--- config.mk ---
export PLATFORM = sky130hd
export DESIGN_NAME = ram_initiator
export DESIGN_NICKNAME = d
export VERILOG_FILES = /design/src/rtl/ram_initiator.sv
export SDC_FILE = /design/constraint.sdc
export NUM_CORES = 1
export LEC_CHECK = 0
export ABC_AREA = 1
export BUFFER_PORTS_ARGS = -buffer_cell sky130_fd_sc_hd__clkbuf_2
export CAP_MARGIN = 10
export CORE_UTILIZATION = 45
export CTS_BUF_LIST = sky130_fd_sc_hd__clkbuf_4
export DETAILED_ROUTE_END_ITERATION = 7
export PLACE_DENSITY = 0.78
export SLEW_MARGIN = 20
export SYNTH_ARGS = -nofsm -noshare
export SYNTH_HDL_FRONTEND = slang
export SYNTH_SLANG_ARGS = --single-unit
--- constraint.sdc ---
create_clock -name clk -period 2.2 [get_ports clk]
set_input_delay 0.22 -clock clk [delete_from_list [all_inputs] [get_ports clk]]
set_output_delay 0.22 -clock clk [all_outputs]
set_load 0.01 [all_outputs]
--- src/rtl/ram_initiator.sv ---
`default_nettype none
// ============================================================================
// Module      : ram_initiator
// Description : Single-outstanding command initiator for a strobe-driven RAM.
//               Accepts one read/write command at a time from the host.
//               Runs a fixed SETUP / STROBE / HOLD sequence so address, type
//               and data are stable one cycle either side of the single
//               ram_we rising edge. Returns one response per command.
//               Out-of-range addresses skip the RAM and respond at once with
//               rsp_err set.
// Ports       : clk, rst_n            - clock, async active-low reset
//               cmd_valid/cmd_ready   - command handshake
//               cmd_type/addr/wdata   - command payload (1 = write)
//               rsp_valid/rsp_ready   - response handshake
//               rsp_rdata/rsp_err     - response payload
//               ram_addr/we/type      - RAM address, strobe, direction
//               ram_data_in/out       - RAM write / read data
// Revision    : 1.0 - initial release
// ============================================================================
module ram_initiator #(
    parameter  int word_size     = 21,
    parameter  int word_quantity = 33,
    localparam int AW            = $clog2(word_quantity)
) (
    input  logic                 clk,
    input  logic                 rst_n,
    input  logic                 cmd_valid,
    output logic                 cmd_ready,
    input  logic                 cmd_type,
    input  logic [AW-1:0]        cmd_addr,
    input  logic [word_size-1:0] cmd_wdata,
    output logic                 rsp_valid,
    input  logic                 rsp_ready,
    output logic [word_size-1:0] rsp_rdata,
    output logic                 rsp_err,
    output logic [AW-1:0]        ram_addr,
    output logic                 ram_we,
    output logic                 ram_type,
    output logic [word_size-1:0] ram_data_in,
    input  logic [word_size-1:0] ram_data_out
);

    localparam logic [2:0] c_st_idle   = 3'd0;
    localparam logic [2:0] c_st_setup  = 3'd1;
    localparam logic [2:0] c_st_strobe = 3'd2;
    localparam logic [2:0] c_st_hold   = 3'd3;
    localparam logic [2:0] c_st_resp   = 3'd4;

    // One extra bit so word_quantity itself is representable when it is a
    // power of two.
    localparam logic [AW:0] c_word_quantity = (AW+1)'(word_quantity);

    logic [2:0]           r_state;
    logic                 r_type;
    logic [AW-1:0]        r_addr;
    logic [word_size-1:0] r_wdata;
    logic [word_size-1:0] r_rdata;
    logic                 r_err;
    logic                 w_addr_ok;

    assign w_addr_ok = ({1'b0, cmd_addr} < c_word_quantity);

    always_ff @(posedge clk or negedge rst_n) begin
        if (!rst_n) begin
            r_state <= c_st_idle;
            r_type  <= 1'b0;
            r_addr  <= '0;
            r_wdata <= '0;
            r_rdata <= '0;
            r_err   <= 1'b0;
        end else begin
            case (r_state)
                c_st_idle: begin
                    if (cmd_valid) begin
                        r_type  <= cmd_type;
                        r_addr  <= cmd_addr;
                        r_wdata <= cmd_wdata;
                        r_rdata <= '0;
                        if (w_addr_ok) begin
                            r_err   <= 1'b0;
                            r_state <= c_st_setup;
                        end else begin
                            // No RAM access for an out-of-range address.
                            r_err   <= 1'b1;
                            r_state <= c_st_resp;
                        end
                    end
                end
                c_st_setup:  r_state <= c_st_strobe;
                c_st_strobe: r_state <= c_st_hold;
                c_st_hold: begin
                    // RAM has had a full cycle since the strobe edge.
                    r_rdata <= r_type ? '0 : ram_data_out;
                    r_state <= c_st_resp;
                end
                c_st_resp: begin
                    if (rsp_ready) begin
                        r_state <= c_st_idle;
                    end
                end
                default: r_state <= c_st_idle;
            endcase
        end
    end

    // Decoded straight from the state register so that the async reset
    // removes the strobe and response immediately.
    assign cmd_ready   = (r_state == c_st_idle);
    assign ram_we      = (r_state == c_st_strobe);
    assign rsp_valid   = (r_state == c_st_resp);

    assign ram_addr    = r_addr;
    assign ram_type    = r_type;
    assign ram_data_in = r_wdata;
    assign rsp_rdata   = r_rdata;
    assign rsp_err     = r_err;

endmodule
`default_nettype wire

==> impl_metrics.ini <==
[sta]
slew_violations = 0
worstMarginPinSlew_ns = 0.667
hold_viol_final = 0
whs_ns = 0.0637
finClkSkew_ns = 0.0140
finalCritPeriodShare_pct = 80.0
fmax_ghz = 0.568
finalSetupViolCount = 0
timing.final.ws_setup_ns = 0.441
relSlewSlack_pct = 55.5
layout_min_cycle_time_ns = 1.76
fin_tns_setup_ns = 0
rsz0062_at_grt = false

[synth]
post-synth-top-count-cell = nand2_1
yosysTopAreaCell = dfrtp_1
synth_cells = 247
synth.cell_area_sq_um = 2250
synthTopCellsByCount = 82 x nand2_1, 53 x dfrtp_1, 50 x nand3_1, 22 x o21ai_1, 7 x buf_6
ys.flop_type = dfrtp_1
async_flop_share_pct = 100
synth.avg_cell_area_sq_um = 9.12
synth_area_leaders = dfrtp_1 59%, nand2_1 14%, nand3_1 11%, o21ai_1 4.9%, buf_6 3.5%
synth_edf_count = 0
ys_types = 19
ys_seq_area_share_pct = 58.9
ys_warn_count = 0
yosysTopAreaCellShare_pct = 58.9
synth_fp_nets = 300
synth_seq_cells = 53

[floorplan]
start_util_pct = 47.1
die_area_sq_um = 5290
ios = 106
core_sq_um = 4790
die_y_um = 72.8
placementRows = 25
chipWidth_um = 72.8

[worst_setup_path]
critPathArrivalTime_ns = 1.54
crit_fanout = 29
startpoint = r_state[0]$_DFFE_PN0P_
r2r_slack_ns = 0.79
cp-endpoint = cmd_ready
start_kind = register
crit_type = register to output port
r2r-end = ram_type$_DFFE_PN0P_
reg2reg_from = r_state[0]$_DFFE_PN0P_
ff2ff_path_depth = 6
crit_path_end_kind = output port
required_ns = 1.98

[layout]
area_delta_synth_final_pct = 25.2
utilization_pct = 59.0
final_layout_size_suffix_gt1_share_pct = 35.1
layout.nets = 400
stdcell_count = 415
regArea_sq_um = 1330
diodes = 0
n_fill_cell = 455
multi_input_area_sq_um = 769

[placement]
gp_congestion = 0.792
dp_worst_setup_slack_ns = 0.803
dpl.hpwl_um = 3570
io_buffers = 105
placedCellCount = 406

[worst_hold_path]
holdCritPathClass = input pin to register

[grt]
antenna_found_initial = 0
grt_start_max_net_pins = 54
grt-ovfl-total = 0
grt_use_total_pct = 18.9
grt_pass1_vias = 1778
grt_pass1_wl_um = 7760

[power]
power.density_nw_per_um2 = 1310
ir_worst_vdd_v = 0.000593
cellLeakagePower_nw = 1.60

[detailed_routing]
vias = 1957
postRouteAntennaNets = 0
routedWlPerCell_um = 12.0
drt-pass1-iter-count = 4
drcViolationCount = 0
drt-initial-drc-count = 160
routed_wl_um = 5000
drt-vias-per-instance = 4.72

[cts]
clock_path_buffers = 2
post_cts_buffers = 0
numCtsBuffers = 5
cts_tree = yes
h-tree-depth = 2
clock_sinks = 53
path_clk_slew_ns = 0.14
ctsRootBufferMaster = clkbuf_4
clk_latency_ns = 0.35

[flow_run]
drv_cap = 0

[status]
outcome = finished, final reports clean
[report_power, final]
group          switching [W]  internal [W]
Clock               0.000281      0.000117
Sequential          0.000247       0.00140
Combinational        0.00103      0.000612
Total                0.00156       0.00212
[logic make-up after synthesis]
logic type      Yosys count  synth area share (%)
compound gates           25                  5.72
buf+inv                  24                  7.00
flops                    53                  58.9
simple gates            145                  28.4
[state kept, by name, summed over array words and instances (netlist names)]
signal / count
rsp_rdata: 21
ram_type: 1
ram_data_in: 21
ram_addr: 6
rsp_err: 1
r_state: 3
[how the worst min path moves through the flow]
stage	startpoint	end	slack (ns)	cells past startpoint
CTS	ram_data_out[18]	rsp_rdata[18]$_DFFE_PN0P_	0.04	3
global route	ram_data_out[17]	rsp_rdata[17]$_DFFE_PN0P_	0.04	3
finish	ram_data_out[17]	rsp_rdata[17]$_DFFE_PN0P_	0.06	3
floorplan	rst_n	r_state[0]$_DFFE_PN0P_	-0.08	0
detailed placement	rst_n	ram_data_in[13]$_DFFE_PN0P_	0.04	1
global placement	rst_n	ram_data_in[15]$_DFFE_PN0P_	0.04	1
[cell usage in the layout, fill, tap and decap left out, drive strengths merged]
cell / n
clkbuf: 110
nand2: 85
dfrtp: 53
nand3: 50
o21ai: 23
nor2: 7
inv: 7
buf: 4
clkinv: 3
nand3b: 2
a21oi: 2
nor3: 1
dlygate4sd3: 1
[metrics by stage]
step	total power [W]	cell area, sq um
after floorplan	0.00275	2250
after global placement	0.00327	2760
after detailed placement	0.00333	2760
after CTS	0.00373	2820
after global routing	0.00398	2820
final	0.00368	2820
[area by class of cell]
class	count	area share [%]
clock inverters	3	0.443
repair buffers	110	20.0
clock buffers	5	1.33
multi-input cells	170	27.3
inverters	7	0.931
flip-flops and latches	53	47.0
well taps	67	2.97
[metal layers]
metal  GRT usage, %  part of all wire, %
met1           23.7                   43
met2           33.5                   53
met3           2.07                  3.0
met4           7.41                  1.4
met5              0                    0
[timing repair]
item | 4_1_cts | 5_1_grt
hold endpoints to repair | 53 | 0
endpoints found under the setup margin | 0 | 0
gates resized for setup | 0 | 0
hold buffers | 1 | 0
[worst max-delay path, stage by stage (launching register included)]
cell and delay [ns]:
dfrtp_1 0.42, inv_1 0.09, nand2_2 0.08, nor2_4 0.12
buf_4 0.30, clkbuf_2 0.19
Power figures use the tool's default switching activity.
